--- src/rtl/div11_pkg.sv ---
`default_nettype none
// +-----------------------------------------------------------------------+
// | Module : div11_pkg                                                    |
// | Desc   : Shared widths, FSM encoding and round-robin pick function    |
// |          for the BCD divisible-by-11 arbiter.                         |
// | Rev    : 1.0  initial release                                         |
// +-----------------------------------------------------------------------+
package div11_pkg;

    localparam int         BCD_W     = 4;
    localparam int         WORD_W    = 16;
    localparam logic [3:0] DIGIT_MAX = 4'd9;

    localparam logic [1:0] IDLE = 2'd0;
    localparam logic [1:0] EVAL = 2'd1;
    localparam logic [1:0] RESP = 2'd2;

    // First set request bit scanning last+1, last+2, ... modulo num_req (num_req <= 8).
    function automatic logic [2:0] rr_next(input logic [7:0] req,
                                           input logic [2:0] last,
                                           input int         num_req);
        logic [2:0] win;
        logic       found;
        int         idx;
        win   = last;
        found = 1'b0;
        for (int k = 1; k <= 8; k++) begin
            idx = (int'(last) + k) % num_req;
            if (k <= num_req && !found && req[idx[2:0]]) begin
                win   = idx[2:0];
                found = 1'b1;
            end
        end
        return win;
    endfunction

endpackage
`default_nettype wire

--- src/rtl/div11_core.sv ---
`default_nettype none
// +-----------------------------------------------------------------------+
// | Module : div11_core                                                   |
// | Desc   : Combinational 4-digit packed-BCD divisible-by-11 checker.    |
// | Rev    : 1.0  initial release                                         |
// +-----------------------------------------------------------------------+
module div11_core
    import div11_pkg::*;
(
    input  logic [WORD_W-1:0] word,
    output logic              div11,
    output logic              err
);

    localparam logic [5:0] c_POS11 = 6'd11;
    localparam logic [5:0] c_NEG11 = 6'd53;

    logic [BCD_W-1:0] w_dig [4];
    logic [3:0]       w_bad;
    logic [5:0]       w_s;

    for (genvar i = 0; i < 4; i++) begin : g_digit
        assign w_dig[i] = word[BCD_W*i +: BCD_W];
        assign w_bad[i] = (w_dig[i] > DIGIT_MAX);
    end

    // Alternating digit sum in 6-bit two's complement; -11 wraps to 53.
    assign w_s = 6'(w_dig[0]) + 6'(w_dig[2]) - 6'(w_dig[1]) - 6'(w_dig[3]);

    assign err   = |w_bad;
    assign div11 = !err && ((w_s == 6'd0) || (w_s == c_POS11) || (w_s == c_NEG11));

endmodule
`default_nettype wire

--- src/rtl/div11_arbiter.sv ---
`default_nettype none
// +-----------------------------------------------------------------------+
// | Module : div11_arbiter                                                |
// | Desc   : Round-robin time-share of one div11_core among requesters,   |
// |          with a tagged valid/ready result channel.                    |
// | Rev    : 1.0  initial release                                         |
// +-----------------------------------------------------------------------+
module div11_arbiter
    import div11_pkg::*;
#(
    parameter int NUM_REQ = 4,
    parameter int ID_W    = 2
) (
    input  logic                      clk,
    input  logic                      rst_n,
    input  logic [NUM_REQ-1:0]        req,
    input  logic [WORD_W*NUM_REQ-1:0] req_data,
    output logic [NUM_REQ-1:0]        gnt,
    output logic                      busy,
    output logic                      rsp_valid,
    input  logic                      rsp_ready,
    output logic [ID_W-1:0]           rsp_id,
    output logic                      rsp_div11,
    output logic                      rsp_err
);

    logic [1:0]         r_state;
    logic [ID_W-1:0]    r_last;
    logic [WORD_W-1:0]  r_word;
    logic [ID_W-1:0]    r_cap_id;
    logic [NUM_REQ-1:0] r_gnt;
    logic               r_valid;
    logic [ID_W-1:0]    r_rsp_id;
    logic               r_div11;
    logic               r_err;

    logic [7:0]         w_req8;
    logic [2:0]         w_win;
    logic [NUM_REQ-1:0] w_gnt_next;
    logic               w_div11;
    logic               w_err;

    for (genvar i = 0; i < 8; i++) begin : g_req
        if (i < NUM_REQ) begin : g_used
            assign w_req8[i]     = req[i];
            assign w_gnt_next[i] = (w_win == 3'(i));
        end else begin : g_pad
            assign w_req8[i] = 1'b0;
        end
    end

    assign w_win = rr_next(w_req8, 3'(r_last), NUM_REQ);

    div11_core u_core (
        .word  (r_word),
        .div11 (w_div11),
        .err   (w_err)
    );

    always_ff @(posedge clk or negedge rst_n) begin
        if (!rst_n) begin
            r_state  <= IDLE;
            r_last   <= ID_W'(NUM_REQ - 1);
            r_word   <= '0;
            r_cap_id <= '0;
            r_gnt    <= '0;
            r_valid  <= 1'b0;
            r_rsp_id <= '0;
            r_div11  <= 1'b0;
            r_err    <= 1'b0;
        end else begin
            case (r_state)
                IDLE: begin
                    if (|req) begin
                        r_word   <= req_data[WORD_W*int'(w_win) +: WORD_W];
                        r_cap_id <= w_win[ID_W-1:0];
                        r_gnt    <= w_gnt_next;
                        r_state  <= EVAL;
                    end
                end
                EVAL: begin
                    r_gnt    <= '0;
                    r_rsp_id <= r_cap_id;
                    r_div11  <= w_div11;
                    r_err    <= w_err;
                    r_valid  <= 1'b1;
                    r_state  <= RESP;
                end
                RESP: begin
                    // Result fields return to zero so they read 0 outside RESP.
                    if (rsp_ready) begin
                        r_valid  <= 1'b0;
                        r_last   <= r_rsp_id;
                        r_rsp_id <= '0;
                        r_div11  <= 1'b0;
                        r_err    <= 1'b0;
                        r_state  <= IDLE;
                    end
                end
                default: begin
                    r_gnt    <= '0;
                    r_valid  <= 1'b0;
                    r_rsp_id <= '0;
                    r_div11  <= 1'b0;
                    r_err    <= 1'b0;
                    r_state  <= IDLE;
                end
            endcase
        end
    end

    assign gnt       = r_gnt;
    assign busy      = (r_state != IDLE);
    assign rsp_valid = r_valid;
    assign rsp_id    = r_rsp_id;
    assign rsp_div11 = r_div11;
    assign rsp_err   = r_err;

endmodule
`default_nettype wire

--- config.mk ---
export PLATFORM = sky130hd
export DESIGN_NAME = div11_arbiter
export DESIGN_NICKNAME = d
export VERILOG_FILES = /design/src/rtl/div11_pkg.sv /design/src/rtl/div11_core.sv /design/src/rtl/div11_arbiter.sv
export SDC_FILE = /design/constraint.sdc
export NUM_CORES = 1
export LEC_CHECK = 0
export BUFFER_PORTS_ARGS = -buffer_cell sky130_fd_sc_hd__buf_2
export CAP_MARGIN = 20
export CORE_AREA = 2 2 101 103
export DETAILED_ROUTE_END_ITERATION = 6
export DIE_AREA = 0 0 103 105
export REMOVE_ABC_BUFFERS = 1
export SKIP_LAST_GASP = 1
export SLEW_MARGIN = 10
export SYNTH_ARGS = -nofsm -noshare
export SYNTH_HDL_FRONTEND = slang
export SYNTH_SLANG_ARGS = --single-unit
--- constraint.sdc ---
create_clock -name clk -period 5.07 [get_ports clk]
set_input_delay 0.507 -clock clk [delete_from_list [all_inputs] [get_ports clk]]
set_output_delay 0.507 -clock clk [all_outputs]
set_load 0.05 [all_outputs]
* Word-level counts from Yosys, hierarchy flattened
Cells that the tools add are included.
** Word-level totals
- Register bits after elaboration :: 31
- Input port bits :: 71
- Output and inout port bits :: 10
- Word-level logic and storage cells :: 90
** Cells by class
- $add $sub $neg :: 7
- $lt $le $gt $ge :: 8
- Eq/ne operators :: 9
- Shifts and indexed selects :: 1
- Muxes and demuxes :: 25
- Bitwise logic cells :: 6
- Reduce and logical (&&, ||, !) cells :: 25
** Operator list (count)
- $shiftx A64 B8 Y16 :: 1
- $gt A4 B4 Y1 const B :: 4
- $lt A3 B4 Y1 const B :: 4
- $bmux W1 S3 :: 4
- $mux W3 :: 4
- $pmux W2 S3 :: 2
- $sub A6 B4 Y6 :: 2
- $reduce_and A2 Y1 :: 5
- $pmux W1 S3 :: 3
- $mux W1 :: 8
- $pmux W4 S2 :: 1
- $reduce_or A2 Y1 :: 4
- $reduce_or A4 Y1 :: 2
- $eq A3 B2 Y1 const B :: 2
- $eq A6 B4 Y1 const B :: 1
- $eq A6 B6 Y1 const B :: 1
- $logic_not A6 Y1 :: 1
- $add A4 B4 Y5 :: 1
- $add A2 B1 Y2 const B :: 2
- $add A2 B2 Y2 const B :: 2
- $and A1 B1 Y1 const A :: 4
- $logic_and A1 B1 Y1 :: 4
- $logic_not A1 Y1 :: 4
- $mux W2 :: 2
- 10 further kinds :: 13

* Longest topological paths before layout
Gate-level depths: netlist (run 1).
- Depth after elaboration :: 18
- Depth in mapped cells :: 13
- Gate-level depth less buffers :: 13

* Cells and area by module
A second synthesis (run 1) with hierarchy kept.
** Second synthesis, totals
- Cells, all modules :: 227
- Area, all modules :: 2349.8 µm²
** By module, submodules not included
- div11_arbiter :: instances 1, cells each 159, area an instance 1815.5 µm²
- div11_core :: instances 1, cells each 68, area an instance 534.3 µm²

* Worst setup path after synthesis (run 1)
No wires, ideal clock.
- Path type :: register to register
- Start :: register r_word[0]
- End :: register r_div11, in the netlist rsp_div11
- Setup time :: 0.104 ns
- Data arrival time :: 2.687 ns
- Data required time :: 4.966 ns
- Setup slack :: 2.279 ns
- Cell stages (with the launch flop) :: 14
- Buffers on the path :: 0
- Clock period less this slack :: 2.791 ns
- Cells stage by stage :: dfrtp_1 ha_1 inv_1 fa_1 xor2_1 fa_1 inv_1 ha_1 nor2b_1 o21a_1 nor2_1 xnor2_1 nand3_1 o311ai_1
** Between the ends
- Cells in the longest elaborated chain, start to end :: 8
** RTL lines
- start: declaration :: RTL line div11_arbiter.sv:29 : logic [WORD_W-1:0] r_word;
- start signal: assignment :: RTL line div11_arbiter.sv:75 : r_word <= req_data[WORD_W*int'(w_win) +: WORD_W];
- $add A4 B4 Y5 :: RTL line div11_core.sv:28 : assign w_s = 6'(w_dig[0]) + 6'(w_dig[2]) - 6'(w_dig[1]) - 6'(w_dig[3]);
- $sub A6 B4 Y6 (2 in series) :: RTL line div11_core.sv:28
- $eq A6 B4 Y1 or $logic_not A6 Y1 (tied branches) :: RTL line div11_core.sv:31 : assign div11 = !err && ((w_s == 6'd0) || (w_s == c_POS11) || (w_s == c_NEG11));
- $logic_or A1 B1 Y1 (2 in series) :: RTL line div11_core.sv:31
- $logic_and A1 B1 Y1 * :: RTL line div11_core.sv:31
- $pmux W1 S3 * :: RTL line div11_arbiter.sv:72 : case (r_state)
- end signal: assignment :: RTL line div11_arbiter.sv:84 : r_div11 <= w_div11;
- end: declaration :: RTL line div11_arbiter.sv:34 : logic r_div11;
Mark *: on every way between the ends. The rest lies on a longest branch, timed or not.
A chain may end at the register's enable or synchronous reset.

* Worst setup path in the final report (run 1)
Same ends and word-level chain as after synthesis.

==> impl_metrics.json, run 1 <==
{
  "run_status": "completed",
  "total_buffers_and_inverters_traversed_by_the_critical_path": 2,
  "insertion_delay_ns": 0.28,
  "synth-edff-count": 0,
  "clock-sinks": 31,
  "grt_pass1_wl_um": 8620,
  "drt_pass_1_iters": 4,
  "io_buffer_count": 80,
  "grt_usage_pct": 9.86,
  "async_flop_share_pct": 100,
  "hold_viol_final": 0,
  "ctsHoldBuffers": 0,
  "layout_min_cycle_time_ns": 3.03,
  "grt_start_max_net_pins": 36,
  "pwr_density_cell_nw_per_um2": 875,
  "ios": 81,
  "part_of_the_cycle_the_worst_path_needs_pct": 59.8,
  "worst-setup-path-type": "register to register",
  "synth-seq-cells": 31,
  "required_ns": 5.22,
  "layout.core_utilization_pct": 29.1,
  "tightestPinTransition_ns": 0.691,
  "critical_path.slowest_cell": "fa_1",
  "final.setup_skew_ns": 0.00612,
  "critical_path_peak_fanout": 3,
  "syn-instance-count": 224,
  "cap_violations": 0,
  "die_width_um": 103,
  "drt-total-wl_um": 5380,
  "tns_ns": 0,
  "grt_remaining_overflow": 0,
  "number_of_vias_in_the_routed_layout": 1926,
  "dieHeight_um": 105,
  "yosysWarningCount": 0,
  "cts-resized-gates": 0,
  "static-leakage-power_nw": 1.40,
  "initial_utilization_pct": 22.7,
  "path_clk_slew_ns": 0.07,
  "final_max_slew_viol_count": 0,
  "cts_root_buffer": "clkbuf_8",
  "timing.hold.ws_ns": 0.261,
  "detailed_route_iter0_violations": 68,
  "antenna_found_initial": 0,
  "critical-path-max-stage-delay_ns": 0.49,
  "power.ir.vdd_worst_uv": 389,
  "synth_area_per_cell_sq_um": 9.76,
  "cts_made_buffers": 5,
  "timing.critical_path.to_type": "register",
  "critical_path.top_delay_family": "adder cells",
  "core-area_sq_um": 9640,
  "hp-class": "primary input to asynchronous set/reset pin",
  "drt-wirelength-per-cell_um": 12.3,
  "flow.area_growth_from_synthesis_pct": 28.2,
  "max_freq_mhz": 330,
  "ys_seq_area_share_pct": 35.6,
  "die-area_sq_um": 10800,
  "worst_slew_margin_rel_pct": 53.9,
  "mappedNetlistArea_sq_um": 2190,
  "grt_setup_unrepaired": "false",
  "worst_setup_path_start_kind": "register",
  "yosys_most_used_dff": "dfrtp_1",
  "cts_buffer_depth": 2,
  "cts_post_setup_buffers_inserted": 0,
  "diodes": 0,
  "h-tree-depth": 2,
  "critPathArrivalTime_ns": 3.18,
  "vias_per_cell": 4.42,
  "first_global_vias": 1970,
  "final_antenna_net_count": 0,
  "gp_routability_congestion": 0.776,
  "drive_above_1_share_pct": 33.0,
  "hpwl_um": 4230,
  "yosysUniqueCellTypes": 42,
  "remaining_drc_errors": 0,
  "rows": 36,
  "worstPathCellList": "ha_1, inv_1, fa_1, xor2_1, fa_1, inv_1, ha_1, nor2_1, a21oi_1, xnor2_1, and3_1, o2111ai_1, o311ai_1",
  "design_power_total_w": 0.00245,
  "setup_viol": 0,
  "fillers": 1053,
  "nNetsFinal": 387,
  "tritoncts": "yes"
}
==> cell usage after synthesis (all sizes together) (2+ instances only) <==
cell type / instances / area [sq um]
dfstp: 2 / 52.6
nand2b: 5 / 33.8
xnor2: 2 / 17.5
a21oi: 5 / 25.0
fa: 5 / 100
mux2: 2 / 22.5
ha: 9 / 113
mux2i: 36 / 360
o21a: 2 / 15.0
buf: 9 / 82.6
dfrtp: 29 / 726
nor2b: 4 / 25.0
o221ai: 17 / 155
nand2: 31 / 119
o21ai: 18 / 90.1
inv: 15 / 56.3
xor2: 2 / 17.5
nand3: 2 / 10.0
or2: 3 / 21.3
nor2: 11 / 41.3
nor3: 2 / 10.0
==> placed cells by master, fill, tap and decap left out, types with 5 or more instances in the layout <==
cell and instances:
nand2_1 30, clkbuf_8 6, inv_1 14, buf_2 80
a21oi_1 5, o21ai_1 5, nor2_1 11, ha_1 9
mux2i_1 36, o21ai_0 13, dfrtp_1 29, fa_1 5
o221ai_1 16
==> sequential cells by signal (all words and copies together), names as in the netlist <==
name,cells
r_word,16
gnt,4
rsp_div11,1
r_last,2
rsp_err,1
r_state,2
rsp_valid,1
rsp_id,2
r_cap_id,2
==> report_power, final <==
group          internal [W]  switching (W)
sequential         0.000376       0.000118
combinational      0.000709       0.000994
clock              0.000159      0.0000981
==> worst register-to-register path, cell delays in order, from the launching register on <==
cell	delay, ns
dfrtp_1	0.35
ha_1	0.17
inv_1	0.06
fa_1	0.40
xor2_1	0.17
fa_1	0.49
inv_1	0.05
ha_1	0.31
nor2_1	0.06
a21oi_1	0.21
xnor2_1	0.13
and3_1	0.19
o2111ai_1	0.20
o311ai_1	0.12
==> through the flow <==
step / area (sq um) / setup WS (ns) / instances
CTS: 2800 / 2.04 / 436
floorplan: 2100 / 2.28 / 214
global placement: 2690 / 2.20 / 428
detailed placement: 2690 / 2.06 / 428
finish: 2800 / 2.04 / 436
global route: 2800 / 1.86 / 436
==> final cells by class <==
type                       instances  area (sq um)  area share, %
sequential                        31           778           27.8
clock buffer                       6          82.6           2.95
clock inverter                     2          35.0           1.25
tap                              133           166           5.93
inverter                          16          65.1           2.32
multi-input combinational        167          1270           45.2
timing repair buffer              81           408           14.5
==> final timing paths <==
path / from / end / slack, ns / cells past startpoint
max in group asynchronous: rst_n / r_word[10] / 4.36 / 1
max: r_word[0] / rsp_div11 / 2.04 / 13
min: rst_n / rsp_id[1] / 0.26 / 1
max reg2reg: r_word[0] / rsp_div11 / 2.04 / 13
min reg2reg: rsp_valid / rsp_valid / 0.47 / 1
min in group clk: rsp_valid / rsp_valid / 0.47 / 1
==> routing by layer <==
| layer | vias up | routed length (um) | track usage (%) |
|---|---|---|---|
| met5 | - | 0 | 0 |
| met4 | 0 | 37 | 2.44 |
| met3 | 5 | 254 | 2.94 |
| met2 | 50 | 2820 | 17.1 |
| met1 | 916 | 2270 | 11.8 |
| li1 | 955 | - | - |
==> logic make-up after synthesis <==
kind of cell / count (synthesis) / share of synthesized area [%]
buffers and inverters: 26 / 6.92
muxes: 38 / 17.5
DFF: 31 / 35.6
and+or+nand+nor: 62 / 13.1
xor gates and xnor gates: 4 / 1.60
adders and majority gates: 14 / 9.73
AOI/OAI and AO/OA: 49 / 15.6
No activity file was read; power rests on OpenSTA's default activity.
==> run 2, diff against run 1 <==
--- a/config.mk
+++ b/config.mk
@@ -5,11 +5,12 @@
 export SDC_FILE = /design/constraint.sdc
 export NUM_CORES = 1
 export LEC_CHECK = 0
+export ABC_AREA = 1
 export BUFFER_PORTS_ARGS = -buffer_cell sky130_fd_sc_hd__buf_2
 export CAP_MARGIN = 20
-export CORE_AREA = 2 2 101 103
+export CORE_AREA = 2 2 110 112
 export DETAILED_ROUTE_END_ITERATION = 6
-export DIE_AREA = 0 0 103 105
+export DIE_AREA = 0 0 112 114
 export REMOVE_ABC_BUFFERS = 1
 export SKIP_LAST_GASP = 1
 export SLEW_MARGIN = 10
==> constraint.sdc (replaced) <==
create_clock -name clk -period 3.08 [get_ports clk]
set_input_delay 0.308 -clock clk [delete_from_list [all_inputs] [get_ports clk]]
set_output_delay 0.308 -clock clk [all_outputs]
set_load 0.05 [all_outputs]
==> impl_metrics.json, run 2 <==
{
  "run_status": "completed",
  "timing.rr.end": "rsp_div11",
  "timing.critical_path.to_type": "register",
  "timing.hold.ws_ns": 0.0789,
  "critical_path.top_delay_family": "adder cells",
  "hold_viol_final": 0,
  "tritoncts": "yes",
  "dieHeight_um": 114,
  "ios": 81,
  "hpwl_um": 5630,
  "final_antenna_net_count": 0,
  "tightestPinTransition_ns": 0.693,
  "drt-total-wl_um": 7230,
  "drt-wirelength-per-cell_um": 11.7,
  "ys_top_cells_by_count": "nand2_1 (175), nand3_1 (52), inv_1 (33), dfrtp_1 (29)",
  "ys_seq_area_share_pct": 30.0,
  "area_used_by_multi_input_combinational_logic_sq_um": 1630,
  "first_global_vias": 2575,
  "grt_pass1_wl_um": 11700,
  "yosysWarningCount": 0,
  "critical_path_peak_fanout": 4,
  "insertion_delay_ns": 0.28,
  "post-synth-top-area-fraction_pct": 28.0,
  "synthMostInstantiatedCell": "nand2_1",
  "rows": 40,
  "max_reg_flops": 16,
  "yosys_most_used_dff": "dfrtp_1",
  "mostFrequentLayoutCells": "nand2_1 (174), buf_2 (80), nand3_1 (52), inv_1 (33), dfrtp_1 (29)",
  "cts_root_buffer": "clkbuf_16",
  "detailed_route_iter0_violations": 149,
  "critical-path-max-stage-delay_ns": 0.48,
  "finish.cell_count_without_fillers": 615,
  "synth-seq-cells": 31,
  "top_register": "r_word",
  "max_freq_mhz": 347,
  "ys_top_cells_by_area": "dfrtp_1 (28%), nand2_1 (25%), nand3_1 (10%)",
  "gp_routability_congestion": 0.863,
  "core-area_sq_um": 11700,
  "layout_min_cycle_time_ns": 2.88,
  "yosysUniqueCellTypes": 32,
  "grt_remaining_overflow": 0,
  "mappedNetlistArea_sq_um": 2590,
  "drt_pass_1_iters": 4,
  "async_flop_share_pct": 100,
  "worst-setup-path-type": "register to register",
  "setup_viol": 0,
  "h-tree-depth": 2,
  "number_of_vias_in_the_routed_layout": 2719,
  "flow.area_growth_from_synthesis_pct": 27.6,
  "nNetsFinal": 553,
  "layout.area.seq_sq_um": 778,
  "io_buffer_count": 80,
  "grt_usage_pct": 11.1,
  "diodes": 0,
  "synth_area_per_cell_sq_um": 6.64,
  "total_buffers_and_inverters_traversed_by_the_critical_path": 2,
  "synth-edff-count": 0,
  "rr_startpoint": "r_word[0]",
  "worst_slew_margin_rel_pct": 53.8,
  "grt_start_max_net_pins": 32,
  "cts_made_buffers": 5,
  "antenna_found_initial": 0,
  "clock-sinks": 31,
  "cts_post_setup_buffers_inserted": 0,
  "final_max_slew_viol_count": 0,
  "critPathArrivalTime_ns": 3.05,
  "cp_common_cell": "nand2_1",
  "part_of_the_cycle_the_worst_path_needs_pct": 93.5,
  "die_width_um": 112,
  "vias_per_cell": 4.42,
  "critical_path.slowest_cell": "fa_1",
  "fillers": 1297,
  "required_ns": 3.25,
  "synthDominantAreaCellType": "dfrtp_1",
  "remaining_drc_errors": 0,
  "drive_above_1_share_pct": 25.6,
  "dpl.cell_count": 608,
  "die-area_sq_um": 12800,
  "path_clk_slew_ns": 0.05,
  "cap_violations": 0,
  "final.setup_skew_ns": 0.00590,
  "initial_utilization_pct": 22.1,
  "hp-class": "primary input to asynchronous set/reset pin",
  "worstRegToRegCells": 15,
  "layout.cells.most_common": "nand2_1",
  "worst_setup_path_start_kind": "register",
  "syn-instance-count": 390,
  "regToRegSetupSlack_ns": 0.20,
  "cts_buffer_depth": 2,
  "worstPathCellList": "ha_1, inv_1, fa_1, xor2_1, fa_1, inv_1, ha_4, nand3b_1, nand2_2, xor2_1, o21ai_0, nand4_1, nand2_1, nand2_1, nand2_1"
}
-- run 2: changes by cell type after synthesis, moves of 3 or more --
cell,previous run,this run
inv_1,14,33
nand3_1,2,52
mux2i_1,36,0
nor2b_1,4,1
nor2_1,11,4
nand3b_1,1,12
nand2b_1,4,0
buf_4,0,3
buf_2,3,7
nand2_2,1,10
o221ai_1,16,0
buf_6,6,3
nand2_1,30,175
-- run 2: area by class of cell --
cell class | count | share of cell area [%]
Sequential cell | 31 | 23.5
Multi-Input combinational cell | 309 | 49.3
Inverter | 37 | 4.24
Clock inverter | 1 | 0.151
Tap cell | 147 | 5.56
Clock buffer | 6 | 4.20
Timing Repair Buffer | 84 | 13.0
-- run 2: stage by stage --
stage	area (sq um)	setup TNS (ns)	setup WS (ns)	utilization, %
after global placement	3110	0	0.221	26.6
final	3310	0	0.200	28.2
after CTS	3260	0	0.0633	27.8
after global routing	3310	-0.00422	-0.00422	28.2
after floorplan	2500	0	0.335	-
after detailed placement	3110	0	0.0892	26.6
-- run 2: routing by layer --
metal | routed length, um | global-route usage [%]
met3 | 229 | 0.797
met1 | 3200 | 13.5
met5 | 0 | 0
met4 | 122 | 4.47
met2 | 3670 | 20.4
-- run 2: worst max-delay path by stage --
stage	depth (start not counted)	from	slack, ns	end
2_1_floorplan	16	r_word[0]	0.34	rsp_div11
3_3_place_gp	16	r_word[0]	0.22	rsp_div11
3_5_place_dp	16	r_word[0]	0.09	rsp_div11
4_1_cts	16	r_word[0]	0.06	rsp_div11
5_1_grt	16	r_word[0]	-0.004	rsp_div11
6_report	15	r_word[0]	0.20	rsp_div11
-- run 2: logic make-up after synthesis --
family                   share of synthesized area [%]
XOR/XNOR                                          2.03
flip-flops                                        30.0
buffers and inverters                             8.93
adder cells (fa/ha/maj)                           8.21
AND/OR/NAND/NOR                                   44.7
AO/OA/AOI/OAI                                     6.13
-- run 2: timing repair --
action                     4_1_cts  5_1_grt
hold endpoints to repair         0        0
gates resized for setup          0        9
hold buffers                     0        0
setup endpoints to repair        0        1
-- run 2: worst register-to-register path, stage by stage (launching register included) --
cell and delay (ns):
dfrtp_1 0.34, ha_1 0.18, inv_1 0.06, fa_1 0.41, xor2_1 0.18, fa_1 0.48
inv_1 0.07, ha_4 0.29, nand3b_1 0.09, nand2_2 0.13, xor2_1 0.16, o21ai_0 0.12
nand4_1 0.12, nand2_1 0.06, nand2_1 0.05, nand2_1 0.04
Power of run 2 is not shown: default switching activity piles up to over one toggle a cycle in this logic, so the estimate is an artifact.
==> run 3, diff against run 2 <==
--- a/config.mk
+++ b/config.mk
@@ -8,9 +8,12 @@
 export ABC_AREA = 1
 export BUFFER_PORTS_ARGS = -buffer_cell sky130_fd_sc_hd__buf_2
 export CAP_MARGIN = 20
+export CELL_PAD_IN_SITES_DETAIL_PLACEMENT = 1
+export CELL_PAD_IN_SITES_GLOBAL_PLACEMENT = 2
 export CORE_AREA = 2 2 110 112
 export DETAILED_ROUTE_END_ITERATION = 6
 export DIE_AREA = 0 0 112 114
+export PLACE_DENSITY_LB_ADDON = 0.1
 export REMOVE_ABC_BUFFERS = 1
 export SKIP_LAST_GASP = 1
 export SLEW_MARGIN = 10
==> impl_metrics.json, run 3 (synthesized netlist as in run 2, its figures left out) <==
{
  "run_status": "completed",
  "drt-total-wl_um": 8230,
  "setup.worst_path.end": "rsp_div11",
  "ios": 81,
  "remaining_drc_errors": 0,
  "finish.cell_count_without_fillers": 616,
  "layout_min_cycle_time_ns": 2.90,
  "worst-setup-path-type": "register to register",
  "hold_viol_final": 0,
  "gp_routability_congestion": 0.733,
  "worst_setup_path_start_kind": "register",
  "rows": 40,
  "drive_above_1_share_pct": 24.9,
  "core-area_sq_um": 11700,
  "clock-sinks": 31,
  "mostFrequentLayoutCells": "nand2_1 (174), buf_2 (80), nand3_1 (52), inv_1 (33), dfrtp_1 (29)",
  "final_max_slew_viol_count": 0,
  "fillers": 1506,
  "tightestPinTransition_ns": 0.724,
  "top_register": "r_word",
  "path_clk_slew_ns": 0.05,
  "io_buffer_count": 80,
  "timing.critical_path.to_type": "register",
  "cp-startpoint": "r_word[8]",
  "required_ns": 3.30,
  "cts_root_buffer": "clkbuf_16",
  "hpwl_um": 6460,
  "final.setup_skew_ns": 0.00614,
  "drt_pass_1_iters": 4,
  "part_of_the_cycle_the_worst_path_needs_pct": 94.1,
  "grt_usage_pct": 13.6,
  "max_freq_mhz": 345,
  "critPathArrivalTime_ns": 3.11,
  "cts_made_buffers": 5,
  "flow.area_growth_from_synthesis_pct": 27.0,
  "detailed_place.area_sq_um": 3110,
  "number_of_vias_in_the_routed_layout": 2670,
  "layout.cells.most_common": "nand2_1",
  "cap_violations": 0,
  "first_global_vias": 2822,
  "grt_remaining_overflow": 0,
  "die-area_sq_um": 12800,
  "timing.rr.end": "rsp_div11",
  "cts_post_setup_buffers_inserted": 0,
  "initial_utilization_pct": 22.1,
  "grt_start_max_net_pins": 32,
  "final_antenna_net_count": 0,
  "die_width_um": 112,
  "tritoncts": "yes",
  "insertion_delay_ns": 0.27,
  "nNetsFinal": 553,
  "diodes": 0,
  "critical_path_peak_fanout": 4,
  "drt-wirelength-per-cell_um": 13.4,
  "postLayoutCellArea_sq_um": 3290,
  "antenna_found_initial": 0,
  "dpl.cell_count": 608,
  "max_reg_flops": 16,
  "worstRegToRegCells": 16,
  "grt_pass1_wl_um": 14100,
  "dieHeight_um": 114,
  "rr_startpoint": "r_word[8]",
  "worst_slew_margin_rel_pct": 51.7,
  "regToRegSetupSlack_ns": 0.18,
  "setup_viol": 0,
  "layout.core_utilization_pct": 28.1,
  "detailed_route_iter0_violations": 87,
  "vias_per_cell": 4.33,
  "hp-class": "primary input to asynchronous set/reset pin",
  "cts_buffer_depth": 2,
  "h-tree-depth": 2
}
-- run 3: changes by cell type in the layout (fill, tap and decap cells not counted) --
cell      delta
o21bai_1     +1
ha_4         -1
nor2b_2      -1
ha_1         +1
o21bai_2     -1
clkbuf_1     +1
nor2b_1      +1
-- run 3: worst max-delay path: stages (launching register included) --
cell and delay [ns]:
dfrtp_1 0.36, ha_1 0.19, inv_1 0.06, fa_1 0.39, xor2_1 0.17, fa_1 0.50
inv_1 0.07, ha_4 0.26, a21oi_2 0.14, nand2_2 0.10, xnor2_2 0.16, nand2_1 0.07
nor3_1 0.14, nand2_1 0.07, nand2_1 0.05, nand2_1 0.05, nand2_1 0.05
-- run 3: layout make-up --
cell class / count / area [sq um] / share of cell area (%)
timing repair buffer: 84 / 430 / 13.1
sequential: 31 / 778 / 23.7
tap: 147 / 184 / 5.59
multi-input combinational: 309 / 1610 / 48.9
inverter: 37 / 140 / 4.26
clock buffer: 7 / 143 / 4.33
clock inverter: 1 / 5.00 / 0.152
-- run 3: metal layers --
metal,routed length (um),vias to the layer above,track usage (%)
met5,0,-,0
met4,84,0,3.17
met3,249,4,1.86
met2,3670,54,22.1
met1,4230,1218,19.3
li1,-,1394,-
-- run 3: worst min path at each step --
stage / from / endpoint / slack (ns) / cells past startpoint
floorplan: rst_n / gnt[0] / 0.01 / 0
global placement: rst_n / rsp_id[0] / 0.42 / 1
detailed placement: rst_n / rsp_id[1] / 0.41 / 1
CTS: rst_n / rsp_div11 / 0.13 / 1
global route: rst_n / rsp_div11 / 0.15 / 1
finish: rst_n / rsp_id[0] / 0.08 / 1
-- run 3: stage by stage --
step | setup slack, ns | TNS (ns) | hold slack [ns]
global placement | 0.199 | 0 | 0.416
CTS | 0.00288 | 0 | 0.126
detailed placement | 0.0208 | 0 | 0.413
floorplan | 0.335 | 0 | 0.0124
finish | 0.183 | 0 | 0.0834
global route | -0.0236 | -0.0236 | 0.152
-- run 3: what timing repair did --
item,4_1_cts,5_1_grt
endpoints found under the setup margin,0,1
hold buffers,0,0
resized for setup,0,6
Power of run 3 is left out for the same reason.
